--- config.mk ---
export PLATFORM = sky130hd
export DESIGN_NAME = bus_xfer_decoder
export DESIGN_NICKNAME = d
export VERILOG_FILES = /design/src/rtl/bus_xfer_decoder.sv
export SDC_FILE = /design/constraint.sdc
export NUM_CORES = 1
export LEC_CHECK = 0
export BUFFER_PORTS_ARGS = -buffer_cell sky130_fd_sc_hd__buf_2
export CORE_MARGIN = 2
export CORE_UTILIZATION = 35
export CTS_CLUSTER_DIAMETER = 80
export DETAILED_ROUTE_END_ITERATION = 6
export PLACE_DENSITY = 0.58
export SYNTH_ARGS = -nofsm -noshare
export SYNTH_HDL_FRONTEND = slang
export SYNTH_SLANG_ARGS = --single-unit
--- constraint.sdc ---
create_clock -name clock -period 3.2 [get_ports clock]
set_input_delay 0.32 -clock clock [delete_from_list [all_inputs] [get_ports clock]]
set_output_delay 0.32 -clock clock [all_outputs]
set_load 0.02 [all_outputs]
--- src/rtl/bus_xfer_decoder.sv ---
// Queued register-transfer decoder: expands {src,dst} codes into one-hot bus-drive and load strobes.
// Optional range checking of codes against MAX_CODE is compiled in with `define BUSDEC_RANGE_CHECK_EN.
module bus_xfer_decoder #(
    parameter int DEPTH    = 4,
    parameter int HOLD     = 1,
    parameter int MAX_CODE = 24
) (
    input  logic                     clock,
    input  logic                     clear,
    input  logic                     req_valid,
    output logic                     req_ready,
    input  logic [4:0]               req_src,
    input  logic [4:0]               req_dst,
    output logic [31:0]              src_out,
    output logic [31:0]              dst_in,
    output logic                     busy,
    output logic                     done,
    output logic                     err,
    output logic [$clog2(DEPTH):0]   level
);

    localparam int AW = $clog2(DEPTH);
    localparam int LW = AW + 1;
    localparam logic [3:0]    HOLD_M1 = 4'(HOLD - 1);
    localparam logic [5:0]    MAXC    = 6'(MAX_CODE);
    localparam logic [LW-1:0] FULL_LV = LW'(DEPTH);
`ifdef BUSDEC_RANGE_CHECK_EN
    localparam bit RANGE_EN = 1'b1;
`else
    localparam bit RANGE_EN = 1'b0;
`endif

    typedef enum logic [1:0] {S_IDLE, S_DRIVE, S_LATCH} state_t;

    logic [9:0]    r_mem [DEPTH];
    logic [AW-1:0] r_wr_ptr;
    logic [AW-1:0] r_rd_ptr;
    logic [LW-1:0] r_level;
    logic          r_run;

    state_t        r_state;
    logic [3:0]    r_hold_cnt;
    logic [4:0]    r_cur_dst;
    logic [31:0]   r_src_out;
    logic [31:0]   r_dst_in;
    logic          r_busy;
    logic          r_done;
    logic          r_err;

    logic          w_push;
    logic          w_pop;
    logic          w_nonempty;
    logic [4:0]    w_head_src;
    logic [4:0]    w_head_dst;
    logic          w_head_bad;

    function automatic logic [31:0] onehot(input logic [4:0] code);
        return 32'd1 << code;
    endfunction

    assign w_nonempty = (r_level != '0);
    assign req_ready  = r_run && (r_level != FULL_LV);
    assign w_push     = req_valid && req_ready;
    assign w_head_src = r_mem[r_rd_ptr][9:5];
    assign w_head_dst = r_mem[r_rd_ptr][4:0];
    assign w_head_bad = RANGE_EN && (({1'b0, w_head_src} >= MAXC) || ({1'b0, w_head_dst} >= MAXC));

    // A good entry waiting behind LATCH is chained straight into DRIVE; a bad one is left for IDLE to reject,
    // so its err pulse never coincides with the done pulse of the transfer ahead of it.
    always_comb begin
        w_pop = 1'b0;
        case (r_state)
            S_IDLE:  w_pop = w_nonempty;
            S_LATCH: w_pop = w_nonempty && !w_head_bad;
            default: w_pop = 1'b0;
        endcase
    end

    always_ff @(posedge clock) begin
        if (w_push) r_mem[r_wr_ptr] <= {req_src, req_dst};
    end

    always_ff @(posedge clock or negedge clear) begin
        if (!clear) begin
            r_wr_ptr <= '0;
            r_rd_ptr <= '0;
            r_level  <= '0;
            r_run    <= 1'b0;
        end else begin
            r_run <= 1'b1;
            if (w_push) r_wr_ptr <= r_wr_ptr + 1'b1;
            if (w_pop)  r_rd_ptr <= r_rd_ptr + 1'b1;
            case ({w_push, w_pop})
                2'b10:   r_level <= r_level + 1'b1;
                2'b01:   r_level <= r_level - 1'b1;
                default: r_level <= r_level;
            endcase
        end
    end

    // Outputs are registered with the state they belong to, so they appear in the same cycle as that state.
    always_ff @(posedge clock or negedge clear) begin
        if (!clear) begin
            r_state    <= S_IDLE;
            r_hold_cnt <= '0;
            r_cur_dst  <= '0;
            r_src_out  <= '0;
            r_dst_in   <= '0;
            r_busy     <= 1'b0;
            r_done     <= 1'b0;
            r_err      <= 1'b0;
        end else begin
            r_done <= 1'b0;
            r_err  <= 1'b0;
            case (r_state)
                S_IDLE: begin
                    if (w_nonempty) begin
                        if (w_head_bad) begin
                            r_err <= 1'b1;
                        end else begin
                            r_cur_dst  <= w_head_dst;
                            r_hold_cnt <= HOLD_M1;
                            r_src_out  <= onehot(w_head_src);
                            r_busy     <= 1'b1;
                            r_state    <= S_DRIVE;
                        end
                    end
                end
                S_DRIVE: begin
                    if (r_hold_cnt == 4'd0) begin
                        r_dst_in <= onehot(r_cur_dst);
                        r_state  <= S_LATCH;
                    end else begin
                        r_hold_cnt <= r_hold_cnt - 4'd1;
                    end
                end
                S_LATCH: begin
                    r_done   <= 1'b1;
                    r_dst_in <= '0;
                    if (w_pop) begin
                        r_cur_dst  <= w_head_dst;
                        r_hold_cnt <= HOLD_M1;
                        r_src_out  <= onehot(w_head_src);
                        r_state    <= S_DRIVE;
                    end else begin
                        r_src_out <= '0;
                        r_busy    <= 1'b0;
                        r_state   <= S_IDLE;
                    end
                end
                default: r_state <= S_IDLE;
            endcase
        end
    end

    assign src_out = r_src_out;
    assign dst_in  = r_dst_in;
    assign busy    = r_busy;
    assign done    = r_done;
    assign err     = RANGE_EN ? r_err : 1'b0;
    assign level   = r_level;

endmodule

== Word-level counts from Yosys, hierarchy flattened ==
Memory sizes are Yosys's and may differ from the RTL's.
Cells that the tools add are included.

* Shifts and indexed selects: 2
* Equal/unequal tests: 10
* Reductions and logical operators: 16
* Add/subtract/negate cells: 5
* Muxes and demuxes: 24

{| class="wikitable"
|+ Operator list
! kind !! number
|-
| case mux 32 bit (2 select lines) || 2
|-
| 2-to-1 mux 32 bit || 3
|-
| left shift 1 x 5 -> 32 bit (first input constant) || 2
|-
| 2-to-1 mux 4 bit || 3
|-
| case mux 4 bit (3 select lines) || 1
|-
| 2-to-1 mux 5 bit || 2
|-
| inequality test 2 bit (second input constant) || 5
|-
| case mux 5 bit (2 select lines) || 1
|-
| 2-to-1 mux 1 bit || 7
|-
| case mux 2 bit (3 select lines) || 1
|-
| case mux 3 bit (2 select lines) || 1
|-
| AND reduction 2 bit || 3
|-
| AND reduction 3 bit || 2
|-
| nonzero test 2 bit || 3
|-
| nonzero test 3 bit || 2
|-
| adder 2 x 1 -> 2 bit (second input constant) || 2
|-
| equality test 2 x 1 -> 1 bit (second input constant) || 2
|-
| equality test 2 bit (second input constant) || 2
|-
| zero test 4 bit || 1
|-
| 2-to-1 mux 2 bit || 2
|-
| AND reduction 4 bit || 1
|-
| subtractor 4 x 1 -> 4 bit (second input constant) || 1
|-
| adder 3 x 1 -> 3 bit (second input constant) || 1
|-
| inequality test 3 bit (second input constant) || 1
|-
| 5 further kinds || 6
|}

* Output and inout bits: 71
* Bits of input ports: 13
* Memories: 1
* Bits in writable memories: 40
* Bits in registers: 85

{| class="wikitable"
|+ Memory list
! memory !! words !! width !! rd ports !! clocked after memory_dff !! write ports !! RTL line !! RTL
|-
| r_mem || 4 || 10 || 1 || 0 || 1 || 35 || <nowiki>logic [9:0] r_mem [DEPTH];</nowiki>
|}

== Logic depth before layout (Yosys ltp) ==
Gate-level depths: netlist (run 1).

* Word-level depth: 5
* Gate-level depth with buffers: 8
* Gate-level depth less buffers: 8

== Worst setup path before layout (run 1) ==
No wires, ideal clock.

* Path kind: reg-to-reg
* Start point: reg r_level[0] (netlist: level[0])
* End point: reg r_level[2] (netlist: level[2])
* Stages on the path, launching flop included: 8
* Path buffers: 0
* Period minus slack after synthesis: 2.327 ns
* Required time: 3.078 ns
* Setup slack: 0.873 ns
* Setup time: 0.122 ns
* Arrival: 2.205 ns
* Cells stage by stage: dfrtp_1 > nor3_1 > nor2_1 > ha_1 > fa_1 > xnor2_1 > nor2_1 > xnor2_1

* Elaborated cells on any way between the ends: 11

{| class="wikitable"
|+ RTL lines
! item !! RTL line !! RTL
|-
| start: declaration || 38 || <nowiki>logic [LW-1:0] r_level;</nowiki>
|-
| start signal: assignment || 94 || <nowiki>2'b10: r_level <= r_level + 1'b1;</nowiki>
|-
| start signal: assignment || 95 || <nowiki>2'b01: r_level <= r_level - 1'b1;</nowiki>
|-
| start signal: assignment || 96 || <nowiki>default: r_level <= r_level;</nowiki>
|-
| nonzero test 3 bit * || 61 || <nowiki>assign w_nonempty = (r_level != '0);</nowiki>
|-
| 2-to-1 mux 1 bit * || 72 || <nowiki>case (r_state)</nowiki>
|-
| named net w_pop || 51 || <nowiki>logic w_pop;</nowiki>
|-
| equality test 2 x 1 -> 1 bit or equality test 2 bit (tied branches) || 93 || <nowiki>case ({w_push, w_pop})</nowiki>
|-
| case mux 3 bit (2 select lines) or nonzero test 2 bit (tied branches) || -- ||
|}

The timed path passes the listed nets; every way through them passes the cells marked *.
A chain may end at the register's enable or synchronous reset.

== Worst setup path in the final report (run 1) ==
* Start point: reg r_level[0] (netlist: level[0])
* End point: reg r_level[1] (netlist: level[1])

The elaborated chain is that of the path after synthesis.

==> results.tsv, run 1 <==
stage	metric	value	unit
worst_hold_path	min_path_type	input port to async pin	
worst_setup_path	worstReg2RegEnd	level[1]$_DFFE_PN0P_	
route	routed_wl	10720	µm
placement	placed_area	5642	µm²
global_route	antenna_found_initial	0	
sta	report.final.setup_viol	0	
worst_setup_path	cp-start-kind	flop	
global_route	use_met1	0.1931	
route	vias	3231	
worst_setup_path	worstSetupPathType	flop to flop	
synthesis	synth_edf_count	40	
worst_setup_path	rrSetupSlack	0.75	ns
power	p_leak	2.727	nW
worst_setup_path	ff2ff_path_depth	6	
run	max_cap_viol_count	0	
clocking	hold_buffers	0	
worst_setup_path	arrival	2.74	ns
final_layout	antenna_cells	0	
clocking	cts_buffers	17	
final_layout	fill_cells	1256	
worst_setup_path	r2r_start	level[0]$_DFFE_PN0P_	
die	row_count	43	
clocking	cts_htree_levels	4	
global_route	top_usage_layer	met2	
global_route	grt_use_met2	0.2394	
sta	skew	0.007150	ns
sta	hold_viol_final	0	
placement	io_buffers	82	
sta	slew_viol_final	0	
sta	worstMarginPinSlew	1.092	ns
sta	tns	0	ns
die	start_util	0.3610	
worst_setup_path	crit_required	3.49	ns
status	outcome	finished clean	
clocking	tritoncts	yes	
route	remaining_drc_errors	0	
placement	dp_hpwl	7264	µm
final_layout	final_common_cell	dfrtp_1	
global_route	gr-total-overflow	0	
synthesis	synth_fp_nets	358	
route	ant_nets	0	
synthesis	synth-async-reset-ratio	0.6800	
sta	rsz0062_at_grt	no	
sta	fmax	408.4	MHz
synthesis	yosys_register_bits	125	
clocking	post_cts_buffers	0	
die	die-area	15350	µm²
clocking	cts_root_buf	clkbuf_16	
placement	gp_congestion	0.7927	
clocking	cts_resized	0	
global_route	first_global_vias	3280	
route	avgViaCountPerCell	5.211	
route	drt_iter0_drc	234	
die	die_height	123.9	µm
final_layout	final_cell_mix	dfrtp_1, buf_2, edfxtp_1	
synthesis	yosysSeqAreaShare	0.6617	
worst_setup_path	worstSetupEndpointType	flop	
clocking	ctsLongestPathBuffers	2	
power	p_total	0.006217	W
clocking	worstSkewPairLatency	0.41	ns
global_route	grt_start_max_net_pins	86	
synthesis	ys_types	50	
final_layout	drive_above_1_share	0.3205	
synthesis	netlist_instances	337	
sta	timing.final.crit_period	2.449	ns
clocking	clkTransAtPathRegs	0.05	ns
sta	timing.hold.ws	0.08015	ns
die	die_w	123.9	µm
clocking	cts_sinks	125	
die	core_area	13930	µm²
sta	slew_headroom	0.2717	
synthesis	synth_warnings	0	
power	p_per_area	996.5	nW/µm²
global_route	grt_use_met3	0.04167	
global_route	grt_pass1_wl	17280	µm
synthesis	syn_avg_cell_area	14.93	µm²
synthesis	synth_ff_type	dfrtp_1	
power	vdd_ir_drop_max	0.4410	mV
global_route	track_usage	0.1507	
synthesis	synth_area	5030	µm²
route	routedWlPerCell	17.29	µm
worst_setup_path	crit_path_max_fanout	9	
final_layout	areaGrowthSynthToFinish	24.03	%
final_layout	multi_input_area	1533	µm²
final_layout	fin_area	6238	µm²
final_layout	regArea	3328	µm²
final_layout	nets	448	
sta	finalCritPeriodShare	0.7652	
die	ioPinCount	84	
route	dr.pass1.iters	4	
-- flip-flops by register name, indices dropped and copies added, names as in the netlist --
name and cells:
r_rd_ptr 2, r_wr_ptr 2, r_hold_cnt 4, r_cur_dst 5, r_mem 40, r_run 1, r_state 2, done 1
level 3, src_out 32, dst_in 32, busy 1
-- Yosys cell counts, drive strengths merged, types with 3 or more instances --
| cell type | instances | area share |
|---|---|---|
| dfrtp | 85 | 0.42 |
| edfxtp | 40 | 0.24 |
| inv | 26 | 0.019 |
| a32o | 20 | 0.040 |
| o2bb2ai | 16 | 0.028 |
| o32ai | 16 | 0.029 |
| a22o | 12 | 0.021 |
| clkbuf | 11 | 0.0082 |
| mux4 | 10 | 0.046 |
| nor2 | 9 | 0.0067 |
| nor2b | 9 | 0.011 |
| mux2 | 8 | 0.018 |
| ha | 7 | 0.017 |
| nand4 | 7 | 0.0087 |
| buf | 6 | 0.0067 |
| and2 | 5 | 0.0062 |
| nand2b | 5 | 0.0062 |
| xnor2 | 5 | 0.0087 |
| a21oi | 4 | 0.0040 |
| nor4b | 4 | 0.0070 |
| o21ai | 3 | 0.0030 |
-- worst max-delay path, cell delays in order (launching register included) --
cell and delay [ns]:
dfrtp_1 0.49, nor3_1 0.09, buf_4 0.17, nor2_1 0.54
ha_1 0.33, fa_1 0.44, mux2_2 0.27
-- power breakdown --
part	switching [W]	leakage [nW]	internal [W]	total (W)
Sequential	0.000322	1.50	0.00200	0.00232
Clock	0.000678	0.284	0.00118	0.00186
Combinational	0.00126	0.938	0.000769	0.00203
-- metrics by stage --
step,worst slack (ns),cells,util
6_report,0.7515,620,0.4477
5_1_grt,0.6216,620,0.4477
4_1_cts,0.7568,620,0.4477
3_5_place_dp,0.7636,588,0.4049
3_3_place_gp,0.7879,588,0.4049
2_1_floorplan,0.8727,337,-
-- cell type report --
type	count	share of cell area
clock buffer	25	0.08785
clock inverter	7	0.007822
sequential	125	0.5335
timing repair buffer	88	0.07341
multi-input combinational	169	0.2457
inverter	26	0.01564
tap	180	0.03610
-- kinds of logic after synthesis --
logic type	count (synthesis)	share of synthesized area
DFF	125	0.6617
AOI/OAI and AO/OA	78	0.1356
and+or+nand+nor	55	0.06766
buffers and inverters	43	0.03433
muxes	20	0.06741
adders and majority gates	8	0.02139
xor gates and xnor gates	6	0.01045
other	2	0.001493
-- routing by layer --
layer  wire length [µm]  share of wire
met1               4704           0.44
met2               5371           0.50
met3                486          0.045
met4                154          0.014
met5                  0              0
-- worst max path at each step --
stage	endpoint	cells after the start	start	slack (ns)
2_1_floorplan	level[2]$_DFFE_PN0P_	7	level[0]$_DFFE_PN0P_	0.87
3_3_place_gp	dst_in[14]$_DFFE_PN0P_	5	r_hold_cnt[0]$_DFFE_PN0P_	0.79
3_5_place_dp	level[1]$_DFFE_PN0P_	6	level[0]$_DFFE_PN0P_	0.76
4_1_cts	level[1]$_DFFE_PN0P_	6	level[0]$_DFFE_PN0P_	0.76
5_1_grt	level[1]$_DFFE_PN0P_	6	level[0]$_DFFE_PN0P_	0.62
6_report	level[1]$_DFFE_PN0P_	6	level[0]$_DFFE_PN0P_	0.75
(Power assumes the default switching activity.)
==> run 2: changes to the inputs <==
==> constraint.sdc (replaced) <==
create_clock -name clock -period 2.5 [get_ports clock]
set_input_delay 0.25 -clock clock [delete_from_list [all_inputs] [get_ports clock]]
set_output_delay 0.25 -clock clock [all_outputs]
set_load 0.02 [all_outputs]
==> run 2 against run 1 <==
Effect of this change:
- power rose by 31%
- clock power rose by 34%
- largest power group unchanged
- critical path type unchanged
- die area did not move
- non-clock buffer count rose by 11
==> results.tsv, run 2 (same netlist as run 1, synthesis figures left out) <==
stage	metric	value	unit	change
sta	fmax	471.9	MHz	+16%
sta	timing.final.crit_period	2.119	ns	-0.3292 ns
clocking	hold_buffers	1		+1
worst_setup_path	arrival	2.43	ns	-0.31 ns
die	core_area	13930	µm²	unchanged
final_layout	final_common_cell	dfrtp_1		
worst_setup_path	rrSetupSlack	0.38	ns	-0.37 ns
final_layout	final_cell_mix	dfrtp_1, buf_2, edfxtp_1		
sta	hold_viol_final	0		unchanged
global_route	grt_pass1_wl	16850	µm	-2.5%
die	die-area	15350	µm²	unchanged
power	p_per_area	1282	nW/µm²	+29%
clocking	cts_resized	0		unchanged
final_layout	nets	459		+2.5%
route	vias	3281		+1.5%
sta	report.final.setup_viol	0		unchanged
worst_setup_path	worstSetupPathType	flop to flop		
die	die_w	123.9	µm	unchanged
die	die_height	123.9	µm	unchanged
final_layout	drive_above_1_share	0.3282		+0.007705
clocking	clkTransAtPathRegs	0.05	ns	about the same
global_route	use_met1	0.1990		+0.005966
run	max_cap_viol_count	0		unchanged
sta	slew_headroom	0.5802		+0.3084
worst_setup_path	worstReg2RegEnd	src_out[21]$_DFFE_PN0P_		
clocking	post_cts_buffers	0		unchanged
worst_setup_path	cp-start-kind	flop		
clocking	tritoncts	yes		
global_route	gr-total-overflow	0		unchanged
worst_setup_path	startpoint	r_rd_ptr[0]$_DFFE_PN0P_		
route	ant_nets	0		unchanged
final_layout	regArea	3328	µm²	unchanged
clocking	cts_htree_levels	4		unchanged
global_route	track_usage	0.1470		-0.003746
final_layout	largest_register_ffs	40		unchanged
placement	dp_hpwl	7212	µm	-0.72%
status	outcome	finished clean		
worst_setup_path	r2r_start	r_rd_ptr[0]$_DFFE_PN0P_		
clocking	ctsLongestPathBuffers	2		unchanged
final_layout	antenna_cells	0		unchanged
route	avgViaCountPerCell	5.200		-0.22%
die	ioPinCount	84		unchanged
global_route	first_global_vias	3237		-1.3%
sta	skew	0.008557	ns	+0.001408 ns
clocking	cts_root_buf	clkbuf_16		
final_layout	areaGrowthSynthToFinish	26.09	%	
global_route	top_usage_layer	met2		
global_route	grt_use_met2	0.2205		-0.01889
route	drt_iter0_drc	208		-11%
placement	io_buffers	82		unchanged
final_layout	max_flop_register	r_mem		
clocking	cts_sinks	125		unchanged
sta	finalCritPeriodShare	0.8477		+0.08256
placement	gp_congestion	0.7667		-3.3%
power	p_leak	2.791	nW	+2.4%
global_route	grt_start_max_net_pins	48		-44%
sta	rsz0062_at_grt	no		
final_layout	multi_input_area	1533	µm²	unchanged
power	vdd_ir_drop_max	0.6276	mV	+42%
global_route	grt_use_met3	0.04441		+0.002747
route	routed_wl	10580	µm	-1.3%
global_route	antenna_found_initial	0		unchanged
sta	worstMarginPinSlew	0.6297	ns	-0.4626 ns
worst_setup_path	worstSetupEndpointType	flop		
route	dr.pass1.iters	5		+1
die	start_util	0.3610		unchanged
sta	tns	0	ns	unchanged
worst_setup_path	crit_required	2.81	ns	-0.68 ns
worst_setup_path	worstSetupEndpoint	src_out[21]$_DFFE_PN0P_		
worst_hold_path	min_path_type	input port to flop		
clocking	worstSkewPairLatency	0.41	ns	about the same
sta	timing.hold.ws	0.05234	ns	-0.02782 ns
worst_setup_path	crit_path_max_fanout	9		unchanged
sta	slew_viol_final	0		unchanged
worst_setup_path	ff2ff_path_depth	3		-3
final_layout	fill_cells	1227		-2.3%
route	remaining_drc_errors	0		unchanged
clocking	cts_buffers	17		unchanged
die	row_count	43		unchanged
route	routedWlPerCell	16.76	µm	-3.0%
run 2: cell types whose count changed in the layout (fill, tap and decap cells not counted), moves of 2 or more:
cell       before  now
buf_4           7   16
clkbuf_8        5    0
bufinv_16       0    4
clkbuf_16      19   17
clkinv_2        2    4
clkinv_1        0    4
run 2: final cells by class:
type / instances / share of cell area
clock buffer: 17 / 0.06707
clock inverter: 15 / 0.02801
inverter: 26 / 0.01539
multi-input combinational: 169 / 0.2417
sequential: 125 / 0.5248
tap: 180 / 0.03551
timing repair buffer: 99 / 0.08759
run 2: routing by layer:
metal | part of all wire | up-vias
met1 | 0.45 | 1702
met4 | 0.015 | 0
met3 | 0.044 | 10
met5 | 0 | -
li1 | - | 1501
met2 | 0.49 | 68
run 2: power breakdown:
part | internal (W) | switching, W
Sequential | 0.00256 | 0.000362
Combinational | 0.00105 | 0.00166
Clock | 0.00164 | 0.000859
Total | 0.00525 | 0.00288
run 2: worst min path at each step:
stage / from / end / cells after the start
after floorplan: clear / busy$_DFFE_PN0P_ / 0
after global placement: clear / src_out[25]$_DFFE_PN0P_ / 1
after detailed placement: clear / src_out[25]$_DFFE_PN0P_ / 1
after CTS: req_src[2] / r_mem[2][7]$_DFFE_PP_ / 1
after global routing: req_src[1] / r_mem[1][6]$_DFFE_PP_ / 1
final: req_src[2] / r_mem[3][7]$_DFFE_PP_ / 1
run 2: through the flow:
step	area, µm²	power, W	std cells	setup WS, ns	utilization
global route	6342	0.008631	631	0.2342	0.4552
detailed placement	5729	0.005690	598	0.3748	0.4112
finish	6342	0.008131	631	0.3807	0.4552
global placement	5729	0.005640	598	0.4188	0.4112
CTS	6342	0.008221	631	0.3538	0.4552
floorplan	5030	0.004780	337	0.1727	-
run 2: worst max-delay path: stages, from the launching register on:
cell and delay [ns]:
dfrtp_1 0.39, mux4_2 0.64, or4b_1 0.69, o32ai_1 0.30
==> run 3: changes to the inputs <==
--- a/config.mk
+++ b/config.mk
@@ -10,7 +10,7 @@
 export CORE_UTILIZATION = 35
 export CTS_CLUSTER_DIAMETER = 80
 export DETAILED_ROUTE_END_ITERATION = 6
-export PLACE_DENSITY = 0.58
+export PLACE_DENSITY = 0.6
 export SYNTH_ARGS = -nofsm -noshare
 export SYNTH_HDL_FRONTEND = slang
 export SYNTH_SLANG_ARGS = --single-unit
==> constraint.sdc (replaced) <==
create_clock -name clock -period 1.8 [get_ports clock]
set_input_delay 0.18 -clock clock [delete_from_list [all_inputs] [get_ports clock]]
set_output_delay 0.18 -clock clock [all_outputs]
set_load 0.02 [all_outputs]
==> run 3 against run 2 <==
Effect of this change:
- the flow now finishes with violations (negative setup slack)
- register-to-register slack worse by 0.45 ns
- die area stayed put
- clock skew is 0.0037 ns lower
- hold slack better by 0.23 ns
- power is 49% higher
- non-clock buffer count is 42 higher
==> results.tsv, run 3 (same netlist as run 1, synthesis figures left out) <==
stage	metric	value	unit	change
worst_setup_path	worstReg2RegEnd	src_out[1]$_DFFE_PN0P_		
placement	io_buffers	82		unchanged
sta	timing.hold.ws	0.2867	ns	+0.2344 ns
clocking	tritoncts	yes		
die	core_area	13930	µm²	unchanged
worst_setup_path	arrival	2.17	ns	-0.26 ns
sta	slew_viol_final	0		unchanged
power	internal_power	0.007810	W	+49%
worst_setup_path	rrSetupSlack	-0.07	ns	-0.45 ns
final_layout	antenna_cells	0		unchanged
worst_setup_path	ff2ff_path_depth	3		unchanged
clocking	cts_buffers	17		unchanged
power	p_leak	3.066	nW	+9.9%
sta	setup_slack	-0.06668	ns	-0.4474 ns
status	outcome	finished with violations		
placement	gp_congestion	0.7788		+1.6%
worst_setup_path	r2r_start	r_rd_ptr[0]$_DFFE_PN0P_		
worst_setup_path	critPathBufInv	0		unchanged
worst_setup_path	crit_path_max_fanout	8		-1
worst_setup_path	cp_top_family	simple AND/OR/NAND/NOR gates		
power	vdd_ir_drop_max	0.6964	mV	+11%
power	p_per_area	1740	nW/µm²	+36%
global_route	antenna_found_initial	0		unchanged
route	routedWlPerCell	16.64	µm	-0.70%
worst_setup_path	worstSetupPathType	flop to flop		
power	combPwrFrac	0.396		+0.063
die	die-area	15350	µm²	unchanged
clocking	cts_sinks	125		unchanged
sta	slew_headroom	0.3516		-0.2286
global_route	track_usage	0.1575		+0.01049
final_layout	final_cell_mix	dfrtp_1, buf_2, edfxtp_1		
clocking	cts_root_buf	clkbuf_16		
worst_setup_path	worstSetupEndpointType	flop		
sta	fmax	535.7	MHz	+14%
clocking	clkTransAtPathRegs	0.05	ns	about the same
die	row_count	43		unchanged
route	ant_nets	0		unchanged
clocking	worstSkewPairLatency	0.41	ns	about the same
sta	report.final.setup_viol	12		+12
sta	timing.final.crit_period	1.867	ns	-0.2526 ns
die	die_height	123.9	µm	unchanged
power	netSwitchingPower	0.004321	W	+50%
route	vias	3421		+4.3%
power	seqPwrFrac	0.336		-0.023
die	ioPinCount	84		unchanged
worst_setup_path	worstPathCellList	mux4_2 -> or4b_4 -> o32ai_1		
sta	hold_viol_final	0		unchanged
route	routed_wl	11200	µm	+5.9%
power	swShare	0.3562		+0.001584
global_route	grt_start_max_net_pins	39		-19%
placement	dp_hpwl	7673	µm	+6.4%
route	drt_iter0_drc	190		-8.7%
sta	skew	0.004849	ns	-0.003708 ns
final_layout	nets	501		+9.2%
worst_setup_path	crit_required	2.11	ns	-0.70 ns
worst_setup_path	cp-start-kind	flop		
clocking	ctsLongestPathBuffers	2		unchanged
route	remaining_drc_errors	0		unchanged
final_layout	fin_area	6972	µm²	+9.9%
route	dr.pass1.iters	4		-1
status	violations	negative setup slack		
route	avgViaCountPerCell	5.083		-2.2%
worst_setup_path	slowest_stage	or4b_4		
run	max_cap_viol_count	0		unchanged
placement	placed_area	6086	µm²	+6.2%
die	start_util	0.3610		unchanged
final_layout	largest_register_ffs	40		unchanged
final_layout	final_common_cell	dfrtp_1		
sta	finalCritPeriodShare	1.037		+0.1893
global_route	first_global_vias	3526		+8.9%
global_route	grt_pass1_wl	18090	µm	+7.4%
sta	worstMarginPinSlew	0.9727	ns	+0.3429 ns
worst_setup_path	critPathMaxStageDelay	0.58	ns	-0.11 ns
sta	rsz0062_at_grt	yes		
clocking	cts_htree_levels	4		unchanged
final_layout	max_flop_register	r_mem		
global_route	gr-total-overflow	0		unchanged
worst_hold_path	min_path_type	input port to async pin		
final_layout	areaGrowthSynthToFinish	38.61	%	
final_layout	drive_above_1_share	0.4402		+0.1120
sta	tns	-0.3427	ns	-0.3427 ns
power	clockPowerShare	0.268		-0.040
die	die_w	123.9	µm	unchanged
-- run 3: power groups by stage --
stage	clock network, W	logic [W]	registers [W]
final	0.00325	0.00480	0.00408
after global routing	0.00345	0.00523	0.00416
after CTS	0.00332	0.00466	0.00408
after detailed placement	0	0.00436	0.00413
after global placement	0	0.00428	0.00409
after floorplan	0	0.00242	0.00442
-- run 3: routing by layer --
metal	vias up	track usage	routed length [µm]	part of all wire
met5	-	0	0	0
met4	0	0.05966	150	0.013
met3	12	0.04533	406	0.036
met2	60	0.2569	5764	0.51
met1	1758	0.1992	4878	0.44
li1	1591	-	-	-
-- run 3: layout make-up --
type                       count  area, µm²
sequential                   125       3332
fill                        1176       6963
timing repair buffer         141      985.9
clock buffer                  26      519.2
multi-input combinational    169       1753
tap                          180      225.2
inverter                      26      100.1
clock inverter                 6      56.30
-- run 3: worst max-delay path by stage --
stage	from	end	slack, ns	depth (start not counted)
3_5_place_dp	level[2]$_DFFE_PN0P_	src_out[11]$_DFFE_PN0P_	-0.25	4
5_1_grt	r_rd_ptr[0]$_DFFE_PN0P_	src_out[1]$_DFFE_PN0P_	-0.13	3
2_1_floorplan	r_rd_ptr[0]$_DFFE_PN0P_	src_out[1]$_DFFE_PN0P_	-0.12	4
6_report	r_rd_ptr[0]$_DFFE_PN0P_	src_out[1]$_DFFE_PN0P_	-0.07	3
4_1_cts	r_rd_ptr[0]$_DFFE_PN0P_	src_out[21]$_DFFE_PN0P_	-0.06	3
3_3_place_gp	r_rd_ptr[0]$_DFFE_PN0P_	src_out[19]$_DFFE_PN0P_	-0.08	3
-- run 3: worst reg2reg max path, cell delays in order (launching register included) --
cell	delay, ns
dfrtp_1	0.40
mux4_2	0.53
or4b_4	0.58
o32ai_1	0.25
-- run 3: what timing repair did --
item / 4_1_cts / 5_1_grt
resized for setup: 13 / 18
pin swaps: 7 / 11
setup endpoints to repair: 50 / 46
hold endpoints to repair: 75 / 0
hold buffers: 11 / 0
buffers inserted: 6 / 5
-- run 3: through the flow --
step           setup WS [ns]  power (W)  std cells    util
2_1_floorplan        -0.1187   0.006839        337       -
3_5_place_dp         -0.2508   0.008491        620  0.4367
6_report            -0.06668    0.01213        673  0.5003
5_1_grt              -0.1336    0.01284        673  0.5003
4_1_cts             -0.05884    0.01206        669  0.4928
3_3_place_gp        -0.08349   0.008365        620  0.4367
